**src/rtl/pipeline_pkg.sv**
```systemverilog
// Shared pipeline definitions: branch-operation codes and the sequencing action
// chosen each cycle by the hazard/redirect controller.
package pipeline_pkg;

    localparam logic [4:0] BR_NEVER = 5'b00000;
    localparam logic [4:0] BR_BEQ   = 5'b01000;
    localparam logic [4:0] BR_BNE   = 5'b01001;
    localparam logic [4:0] BR_BLT   = 5'b01100;
    localparam logic [4:0] BR_BGE   = 5'b01101;
    localparam logic [4:0] BR_BLTU  = 5'b01110;
    localparam logic [4:0] BR_BGEU  = 5'b01111;

    // Unconditional jumps are any code with the top bit set (1xxxx).
    localparam logic [4:0] BR_ALWAYS = 5'b10000;

    typedef enum logic [1:0] {
        ActRun      = 2'd0,
        ActStall    = 2'd1,
        ActRedirect = 2'd2,
        ActFreeze   = 2'd3
    } action_e;

    function automatic logic is_jump(input logic [4:0] brop);
        return brop[4];
    endfunction

endpackage

```
**src/rtl/sat_counter.sv**
```systemverilog
// Saturating up-counter with synchronous reset and clear; clear beats increment.
module sat_counter #(
    parameter int unsigned W = 32
) (
    input  logic         clk,
    input  logic         rst,
    input  logic         clr,
    input  logic         inc,
    output logic [W-1:0] q
);

    logic [W-1:0] r_q;

    always_ff @(posedge clk) begin
        if (rst || clr) begin
            r_q <= '0;
        end else if (inc && (r_q != '1)) begin
            r_q <= r_q + W'(1);
        end
    end

    assign q = r_q;

endmodule

```
**src/rtl/hazard_redirect_ctrl.sv**
```systemverilog
// Pipeline sequencing controller: picks FREEZE/REDIRECT/STALL/RUN each cycle, drives PC and
// pipeline-register enables/flushes, and tracks per-stage valid bits and perf counters.
module hazard_redirect_ctrl
    import pipeline_pkg::*;
#(
    parameter int unsigned CNT_W = 32
) (
    input  logic             clk,
    input  logic             rst,
    input  logic             Freeze,
    input  logic             NextPCSrc,
    input  logic [4:0]       EXBrOp,
    input  logic             EXMemRead,
    input  logic [4:0]       EXrd,
    input  logic [4:0]       IDrs1,
    input  logic [4:0]       IDrs2,
    input  logic             CntClr,
    output logic             PCSel,
    output logic             PCWrite,
    output logic             IFIDWrite,
    output logic             IFIDFlush,
    output logic             IDEXWrite,
    output logic             IDEXFlush,
    output logic [1:0]       LastAction,
    output logic [CNT_W-1:0] BranchCnt,
    output logic [CNT_W-1:0] TakenCnt,
    output logic [CNT_W-1:0] StallCnt
);

    logic    r_id_valid;
    logic    r_ex_valid;
    action_e r_last_action;

    action_e w_action;
    logic    w_load_use;
    logic    w_br_inc;
    logic    w_taken_inc;
    logic    w_stall_inc;

    assign w_load_use = r_id_valid && r_ex_valid && EXMemRead && (EXrd != 5'd0) &&
                        ((EXrd == IDrs1) || (EXrd == IDrs2));

    // Redirect is checked before stall so a wrong-path load-use hazard is dropped.
    always_comb begin
        if (Freeze) begin
            w_action = ActFreeze;
        end else if (r_ex_valid && NextPCSrc) begin
            w_action = ActRedirect;
        end else if (w_load_use) begin
            w_action = ActStall;
        end else begin
            w_action = ActRun;
        end
    end

    always_comb begin
        PCSel     = 1'b0;
        PCWrite   = 1'b0;
        IFIDWrite = 1'b0;
        IFIDFlush = 1'b0;
        IDEXWrite = 1'b0;
        IDEXFlush = 1'b0;
        if (rst) begin
            // Let the PC take its reset value while both pipeline registers load NOPs.
            PCWrite   = 1'b1;
            IFIDFlush = 1'b1;
            IDEXFlush = 1'b1;
        end else begin
            unique case (w_action)
                ActRun: begin
                    PCWrite   = 1'b1;
                    IFIDWrite = 1'b1;
                    IDEXWrite = 1'b1;
                end
                ActStall: begin
                    IDEXWrite = 1'b1;
                    IDEXFlush = 1'b1;
                end
                ActRedirect: begin
                    PCSel     = 1'b1;
                    PCWrite   = 1'b1;
                    IFIDWrite = 1'b1;
                    IDEXWrite = 1'b1;
                    IFIDFlush = 1'b1;
                    IDEXFlush = 1'b1;
                end
                ActFreeze: begin
                end
                default: begin
                end
            endcase
        end
    end

    always_ff @(posedge clk) begin
        if (rst) begin
            r_id_valid    <= 1'b0;
            r_ex_valid    <= 1'b0;
            r_last_action <= ActRun;
        end else begin
            r_last_action <= w_action;
            unique case (w_action)
                ActRun: begin
                    r_ex_valid <= r_id_valid;
                    r_id_valid <= 1'b1;
                end
                ActStall: begin
                    r_ex_valid <= 1'b0;
                end
                ActRedirect: begin
                    r_id_valid <= 1'b0;
                    r_ex_valid <= 1'b0;
                end
                ActFreeze: begin
                end
                default: begin
                end
            endcase
        end
    end

    assign LastAction = r_last_action;

    // The action is FREEZE whenever Freeze is high, so these are already frozen out.
    assign w_br_inc    = (w_action != ActFreeze) && r_ex_valid && (EXBrOp != BR_NEVER);
    assign w_taken_inc = (w_action == ActRedirect);
    assign w_stall_inc = (w_action == ActStall);

    sat_counter #(.W(CNT_W)) u_branch_cnt (
        .clk (clk),
        .rst (rst),
        .clr (CntClr),
        .inc (w_br_inc),
        .q   (BranchCnt)
    );

    sat_counter #(.W(CNT_W)) u_taken_cnt (
        .clk (clk),
        .rst (rst),
        .clr (CntClr),
        .inc (w_taken_inc),
        .q   (TakenCnt)
    );

    sat_counter #(.W(CNT_W)) u_stall_cnt (
        .clk (clk),
        .rst (rst),
        .clr (CntClr),
        .inc (w_stall_inc),
        .q   (StallCnt)
    );

endmodule

```
**config.mk**
```make
export PLATFORM = sky130hd
export DESIGN_NAME = hazard_redirect_ctrl
export DESIGN_NICKNAME = d
export VERILOG_FILES = /design/src/rtl/pipeline_pkg.sv /design/src/rtl/sat_counter.sv /design/src/rtl/hazard_redirect_ctrl.sv
export SDC_FILE = /design/constraint.sdc
export NUM_CORES = 1
export LEC_CHECK = 0
export BUFFER_PORTS_ARGS = -buffer_cell sky130_fd_sc_hd__buf_4
export CAP_MARGIN = 0
export CORE_UTILIZATION = 54
export CTS_CLUSTER_DIAMETER = 200
export DETAILED_ROUTE_END_ITERATION = 16
export GPL_TIMING_DRIVEN = 0
export PLACE_DENSITY = 0.89
export SLEW_MARGIN = 25
export SYNTH_ARGS = -nofsm -noshare
export SYNTH_HDL_FRONTEND = slang
export SYNTH_HIERARCHICAL = 1
export SYNTH_SLANG_ARGS = --single-unit
```
**constraint.sdc**
```tcl
create_clock -name clk -period 3.4 [get_ports clk]
set_input_delay 0 -clock clk [delete_from_list [all_inputs] [get_ports clk]]
set_output_delay 0 -clock clk [all_outputs]
set_load 0.02 [all_outputs]
```
# Word level (Yosys, flattened, before mapping)
# Index checks and enable logic that the tools add are counted.
[totals]
ff_bits = 100
in_bits = 26
word_cells = 52
[classes]
n_addsub = 3
n_eq_ne = 8
mux = 15
reduce_logical = 20
[ops]
columns = ["operator", "count"]
rows = [
  ["adder 32 x 1 -> 32 bit, second input constant", 3],
  ["inequality test 32 bit, second input constant", 3],
  ["two-way mux 1 bit", 11],
  ["equality test 5 bit", 2],
  ["logical AND 1 bit", 10],
  ["nonzero test 5 bit", 2],
  ["two-way mux 2 bit", 2],
  ["case mux 1 bit (2 select lines)", 2],
  ["nonzero test 2 bit", 2],
  ["OR reduction 2 bit", 2],
  ["OR reduction 3 bit", 1],
  ["equality test 2 x 1 -> 1 bit, second input constant", 1],
  ["equality test 2 bit, second input constant", 1],
  ["zero test 2 bit", 1],
  ["logical OR 1 bit", 2],
  ["inequality test 2 bit, second input constant", 1],
]

# Depth between registers and ports, before layout
# Gate-level depths: netlist of the first run.
[logic_depth]
ltp_word = 11
depth_mapped = 9
depth_no_buf = 8

# Hierarchy
# Netlist of the first run, hierarchy kept.
[modules_own_cells]
columns = ["mod", "n_inst", "cells_per_inst", "area_each_um2", "seq_area_each_um2"]
rows = [
  ["sat_counter", 3, 189, 1681.6, 640.6],
  ["hazard_redirect_ctrl", 1, 45, 386.6, 80.1],
]

# Least setup slack after synthesis of the first run
# No wires, ideal clock.
[synth_timing]
kind = "register to register"
startpoint = "register r_ex_valid"
endpoint = "register u_stall_cnt.r_q[19], in the netlist u_stall_cnt/q[19]"
setup_ns = 0.068
arrival_ns = 2.479
required_ns = 3.332
slack_ns = 0.853
stages_incl_launch_ff = 9
period_less_slack_ns = 2.547
path_cell_list = "dfxtp_1 > nor2b_1 > nand2_1 > nor4_1 > and3_4 > o311ai_4 > buf_6 > or3_2 > a21oi_2"
[synth_via]
elab_chain_cells = 9
[synth_lines]
columns = ["element", "line_no", "rtl"]
rows = [
  ["from (decl)", "hazard_redirect_ctrl.sv:31", "logic r_ex_valid;"],
  ["from (signal assigned)", "hazard_redirect_ctrl.sv:104", "r_ex_valid <= r_id_valid;"],
  ["logical AND 1 bit (4 in series)", "hazard_redirect_ctrl.sv:40", "assign w_load_use = r_id_valid && r_ex_valid && EXMemRead && (EXrd != 5'd0) &&"],
  ["two-way mux 1 bit", "hazard_redirect_ctrl.sv:49", "end else if (w_load_use) begin"],
  ["two-way mux 2 bit (*)", "hazard_redirect_ctrl.sv:47", "end else if (r_ex_valid && NextPCSrc) begin"],
  ["two-way mux 2 bit (*)", "hazard_redirect_ctrl.sv:45", "if (Freeze) begin"],
  ["equality test 2 x 1 -> 1 bit (*)", "hazard_redirect_ctrl.sv:127", "assign w_stall_inc = (w_action == ActStall);"],
  ["named net w_stall_inc", "hazard_redirect_ctrl.sv:38", "logic w_stall_inc;"],
  ["logical AND 1 bit (*)", "sat_counter.sv:17", "end else if (inc && (r_q != '1)) begin"],
  ["to (signal assigned)", "sat_counter.sv:18", "r_q <= r_q + W'(1);"],
  ["to (decl)", "sat_counter.sv:12", "logic [W-1:0] r_q;"],
]
# The timed path passes the listed nets; every way through them passes the cells marked *.
# A chain may end at the register's enable or synchronous reset.

# Worst setup path after layout of the first run
[layout_timing]
startpoint = "register r_ex_valid"
endpoint = "register u_stall_cnt.r_q[17], in the netlist u_stall_cnt/q[17]"
# The elaborated chain is that of the path after synthesis.

==> metrics, run 1 <==
final count of hold timing violations 0; first-pass GRT wire length between 20000 and 25000 µm; worst slew pin tran 0.775 ns; antenna violations before repair 0; setup violators final 0; largest net degree at the start of global routing 15; share of total power in the clock network between 30% and 40%; Leak 2.25 nW; sequential share of the synthesized area 36.9%; number of clock sinks 100; fmax around 350 MHz; HP Start CntClr; largest family of logic cells by synthesized area simple AND/OR/NAND/NOR gates; Worst Hold Slack 0.0980 ns; most common cell in the netlist dfxtp_1; placer's final routability congestion estimate 0.965; Power Density about 300 nW/µm²; Inserted Clock Buffers 9; CTS Buffer Depth 2; WP data required 3.70 ns; filler instances between 700 and 800; switching power 0.459 mW; logic gate share of total power 5.7%; mapped cell area 5430 µm²; detailed-route via count 5492; die span in x roughly 100 µm; status finished clean; #FFs+latches synth 100; sequential share of power approximately 58%; Pint 1.58 mW; top cells by area, synth dfxtp_1, a21oi_1, or3_1; row count 36; normalized max-slew margin 47.5%; H-Tree Depth 3; RSZ-0062 raised after global routing no; Critical Path Source Type flip-flop; Slew Limit Fails 0; Post-Place Cells between 800 and 900; Layout Cells excl Fill roughly 900; WL final 14000 µm; Avg Synthesized Cell Area around 9 µm²; Iteration-0 DRC Markers between 300 and 400; port buffer count ~130; Max-Cap Viols 0; area delta synth->final 25.2%; Hold WC Path Type primary input to flip-flop; detailed placer's ending HPWL ~10000 µm; clk_skew about 0.012 ns; Synth Instances 612; worst setup path startpoint r_ex_valid$_SDFFE_PP0P_; Die ar. 10500 µm²; Synth top cells by count dfxtp_1, a21oi_1, or3_1, nand2_1, nand3_1; Post-Synth XOR/XNOR Area 2.58%; Worst setup EP type flip-flop; Post-synth EDFFs 0; critical path class flip-flop to flip-flop; maximum VDD drop 207 µV; overall routing resource usage 26.2%; worst reg2reg startpoint r_ex_valid$_SDFFE_PP0P_; clock latency on the worst-skew pair 0.37 ns; Synth top area share 36.9%; Yosys cell types 50; Synth Area in Adders less than 1%; ratio of cells with drive above 1 in the final layout a little under a third; switch share 22.5%; fin crit share 83.2%; vias in the first global route between 4000 and 5000; CTS tree built; Worst-path clk slew 0.09 ns; GRT Residual Overflow 0; Top Ports 130; post-CTS sizing 0; Util after Layout between 60 and 70%; syn nets 641; post-synthesis async set-or-reset flop share 0%; setup TNS 0 ns; routed vias/inst 6.15; core area around 9800 µm²; n_diodes 0; post-synthesis mux area share less than 1%; Ys Warns 6; remaining antenna violation count 0; DRT Pass-1 Iters 5; prevailing post-synth register cell dfxtp_1; Final Critical Period 2.83 ns; DRC Markers 0; worst-path fanout max 10; clock root buffer clkbuf_8; Arr. time, crit path 3.13 ns; Synth Area in Simple Gates 29.8%; initial core utilization 55.6%; DR WL/cell roughly 16 µm; area leader, netlist dfxtp_1; Post-CTS Setup Bufs 0; Layout Nets 785; Synth Area in Compound Gates 24.7%; Final Total Pwr 2.04 mW; DIE HEIGHT 102 µm
power groups by stage:
stage               registers (mW)  logic, mW  clock network [mW]
global placement              1.20      0.107                   0
detailed placement            1.20      0.110                   0
global route                  1.18      0.124               0.805
finish                        1.18      0.117               0.746
CTS                           1.18      0.115               0.760
floorplan                     1.20     0.0565                   0
stage by stage:
step                      area (µm²)  setup WS [ns]
final                           6800          0.572
after global routing            6800          0.465
after CTS                       6790          0.299
after detailed placement        6560          0.364
after global placement          6560          0.373
after floorplan                 5430          0.853
state kept, by name (all words and copies together) (netlist names):
register,count
LastAction,2
u_branch_cnt/q,32
u_taken_cnt/q,32
r_id_valid,1
r_ex_valid,1
u_stall_cnt/q,32
final cells by class:
type	instances	area, µm²	share of cell area, %
clock inverters	2	35.0	0.515
multi-input cells	474	3190	46.9
repair buffers	133	1010	14.9
flip-flops and latches	100	2000	29.4
inverters	13	48.8	0.718
clock buffers	13	149	2.19
plain buffers	25	200	2.94
well taps	133	166	2.45
cells by family after synthesis:
kind of cell	count (synthesis)
simple gates	258
compound gates	193
flops	100
buf+inv	38
xor+xnor	16
mux	4
fa+ha+maj	3
worst paths after layout:
path,to,slack [ns],cells after the start
worst max-delay path,u_stall_cnt/q[17]$_SDFFE_PP0P_,0.57,8
worst min-delay path,u_branch_cnt/q[31]$_SDFFE_PP0P_,0.1,4
worst max register to register,u_stall_cnt/q[17]$_SDFFE_PP0P_,0.57,8
worst min register to register,u_stall_cnt/q[27]$_SDFFE_PP0P_,0.51,2
routing by layer:
metal | part of all wire (%) | vias up | track usage (%) | wire [µm]
met3 | 5.7 | 36 | 3.01 | 802
li1 | - | 2650 | - | -
met1 | 42 | 2585 | 32.4 | 5920
met4 | 2.3 | 0 | 12.7 | 317
met5 | 0 | - | 0 | 0
met2 | 50 | 221 | 45.5 | 7000
critical path, cell delays in order, from the launching register on:
cell and delay, ns:
dfxtp_1 0.42, nor2b_1 0.38, nand2_1 0.12, nor4_2 0.54, and3_4 0.36, o311ai_4 0.17, buf_6 0.19, or3_2 0.42
a21oi_2 0.15
cells in the final DEF (no fill, tap or decap), drive strengths merged, types with 7 or more instances in the layout:
cell type | synthesis | final
a21oi | 89 | 89
and3 | 10 | 10
and4 | 21 | 21
buf | 13 | 141
clkbuf | 9 | 22
dfxtp | 100 | 100
inv | 13 | 13
nand2 | 44 | 44
nand3 | 33 | 33
nand4 | 27 | 27
nor2 | 17 | 17
o21ai | 58 | 58
o31ai | 33 | 33
or2 | 7 | 7
or3 | 57 | 57
or4 | 32 | 32
xor2 | 13 | 13
repair_timing:
item,4_1_cts,5_1_grt
hold endpoints to repair,4,0
setup endpoints to repair,0,0
hold buffers,5,0
No activity file was read; power rests on OpenSTA's default activity.
==> inputs of run 2 (changes only) <==
- ABC_AREA: unset -> 1
- CORE_UTILIZATION: 54 -> 56
- PLACE_DENSITY: 0.89 -> 0.9
- clock period: 3.4 -> 2.9 ns (I/O delays scaled with it)
==> run 2 against run 1 <==
Effect of this change:
- critical path depth is 6 higher
- count of clock-buffer cells in the layout is 2 lower
- worst hold slack worse by 0.081 ns
- cell count is 52% higher
- global-route usage is 4.6 points higher
- sequential power is 17% higher
- maximum frequency is 28% higher
==> metrics, run 2 <==
Leak 3.25 nW; Slew Limit Fails 0; slowest stage cell, crit path dfxtp_1; CTS tree built; reg2reg setup slack 0.69 ns; commonest non-fill, non-tap cell in the layout nand2_1; core area 11100 µm²; Place WS between 0.7 and 0.8 ns; status finished clean; Inserted Clock Buffers 9; Top Ports 130; most common cell in the netlist nand2_1; normalized max-slew margin 45.6%; number of clock sinks 100; GR Util met2 50.3%; worst-path cell chain inv_1 -> nor3_1 -> nand3_1 -> inv_1 -> nand3_1 -> inv_1 -> inv_2 -> nor2_1 -> nand3_1 -> nor2_2 -> nand3_1 -> nand2_1 -> nand2_1 -> nor2_1; Iteration-0 DRC Markers 753; die span in x between 100 and 150 µm; WP data required about 3.2 ns; Avg Synthesized Cell Area 6.08 µm²; setup TNS 0 ns; vias in the first global route around 6300; Worst setup EP type flip-flop; detailed-route via count 7334; #FFs+latches synth 100; DR WL/cell 13.4 µm; setup violators final 0; clock latency on the worst-skew pair between 0.3 and 0.4 ns; remaining antenna violation count 0; maximum VDD drop 494 µV; Post-CTS Setup Bufs 0; Synth Instances 1070; RSZ-0062 raised after global routing no; worst slew pin tran 0.812 ns; ratio of cells with drive above 1 in the final layout 20.5%; final count of hold timing violations 0; mapped cell area 6500 µm²; GRT Residual Overflow 0; fin crit share 76.1%; worst reg2reg startpoint r_id_valid$_SDFFE_PP0P_; Die ar. 12100 µm²; Post-synth EDFFs 0; Worst Reg-to-Reg Cells 14; initial core utilization between 50% and 60%; detailed placer's ending HPWL 13800 µm; area leader, netlist dfxtp_1; Ys Warns 6; WHS Endpoint LastAction[1]$_SDFF_PP0_; HP Start NextPCSrc; largest net degree at the start of global routing 17; port buffer count roughly 130; area delta synth->final 22.2%; Max-Cap Viols 0; sequential share of the synthesized area 30.8%; placer's final routability congestion estimate 0.949; clock root buffer clkbuf_16; prevailing post-synth register cell dfxtp_1; R2R Path End u_stall_cnt/q[31]$_SDFFE_PP0P_; DIE HEIGHT approximately 110 µm; row count 38; Worst-path clk slew 0.07 ns; setup ws final 0.692 ns; hold path cells 5; clk_skew 0.00513 ns; post-synthesis async set-or-reset flop share 0%; grt peak-use layer met2; DRC Markers 0; crit-path most repeated cell nand3_1; Critical Path Source Type flip-flop; antenna violations before repair 0; syn nets between 1000 and 1500; Synth top area share 30.8%; first-pass GRT wire length 29000 µm; worst-path fanout max 9; M1 GR Usage 39.9%; Hold WC Path Type primary input to flip-flop; met3 Use GR 6.46%; DRT Pass-1 Iters 5; most frequent cells in the layout nand2_1, nor2_1, buf_4; Layout Nets 1241; CTS Buffer Depth 2; top cells by area, synth dfxtp_1, nand2_1, nor2_1; n_diodes 0; Power Density between 300 and 400 nW/µm²; Final Critical Period 2.21 ns; overall routing resource usage a little under a third; Synth top cells by count nand2_1, nor2_1, nand3_1, dfxtp_1, inv_1; fmax 453 MHz; Yosys cell types 26; WL final 18200 µm; H-Tree Depth 3; CP peak stage delay 0.33 ns; Arr. time, crit path roughly 2.5 ns; critical path class flip-flop to flip-flop; routed vias/inst 5.40
run 2: changes by cell type after synthesis, moves of 28 or more:
cell     change
inv_1       +74
or4_1       -28
nor2_1     +214
or3_1       -45
nand3_1     +79
nand2_1    +261
run 2: through the flow:
stage	instances	instance area (µm²)	hold slack (ns)	utilization [%]	power (mW)
2_1_floorplan	1070	6500	0.0724	-	1.49
3_3_place_gp	1339	7650	0.248	69.0	1.55
3_5_place_dp	1339	7650	0.246	69.0	1.55
4_1_cts	1357	7950	0.00814	71.7	2.69
5_1_grt	1357	7950	0.0986	71.7	2.77
6_report	1357	7950	0.0169	71.7	2.67
run 2: worst max path at each step:
stage | depth (start not counted) | startpoint | slack (ns) | endpoint
2_1_floorplan | 15 | r_id_valid$_SDFFE_PP0P_ | 1.18 | u_stall_cnt/q[25]$_SDFFE_PP0P_
3_3_place_gp | 14 | r_id_valid$_SDFFE_PP0P_ | 0.73 | u_stall_cnt/q[31]$_SDFFE_PP0P_
3_5_place_dp | 14 | r_id_valid$_SDFFE_PP0P_ | 0.71 | u_stall_cnt/q[31]$_SDFFE_PP0P_
4_1_cts | 14 | r_id_valid$_SDFFE_PP0P_ | 0.70 | u_stall_cnt/q[31]$_SDFFE_PP0P_
5_1_grt | 14 | r_id_valid$_SDFFE_PP0P_ | 0.53 | u_stall_cnt/q[31]$_SDFFE_PP0P_
6_report | 14 | r_id_valid$_SDFFE_PP0P_ | 0.69 | u_stall_cnt/q[31]$_SDFFE_PP0P_
run 2: cells by family (layout without fill, tap and decap cells):
kind of cell / count (synthesis) / after routing / synth area share [%]
and+or+nand+nor: 748 / 748 / 52.0
buffers and inverters: 130 / 277 / 9.17
DFF: 100 / 100 / 30.8
AOI/OAI and AO/OA: 81 / 81 / 6.35
xor gates and xnor gates: 8 / 8 / 1.08
adders and majority gates: 3 / 3 / 0.577
run 2: area by class of cell:
cell class	instances	area, µm²
Buffer	24	199
Clock buffer	11	243
Clock inverter	5	36.3
Fill cell	1000	3130
Inverter	106	398
Multi-Input combinational cell	840	3910
Sequential cell	100	2000
Tap cell	140	175
Timing Repair Buffer	131	988
run 2: layer usage:
| metal | vias to the layer above | share of wire (%) | wire length (µm) |
|---|---|---|---|
| li1 | 3684 | - | - |
| met2 | 324 | 46 | 8370 |
| met3 | 42 | 8.1 | 1480 |
| met1 | 3284 | 44 | 7970 |
| met4 | 0 | 2.3 | 420 |
| met5 | - | 0 | 0 |
run 2: where the power goes:
part | total, mW | internal (mW) | switching [mW] | leakage (nW)
Sequential | 1.38 | 1.38 | 0.00200 | 0.806
Clock | 1.15 | 0.607 | 0.540 | 0.128
Combinational | 0.147 | 0.0603 | 0.0867 | 2.32
run 2: worst max-delay path, delay by kind of cell, from the launching register on:
family | cells | cell delay (ns)
buffers and inverters | 4 | 0.45
flip-flops | 1 | 0.33
AND/OR/NAND/NOR | 10 | 1.37
run 2: timing repair:
item,in CTS,in global routing
hold endpoints to repair,3,0
hold buffers,2,0
resized for setup,0,0
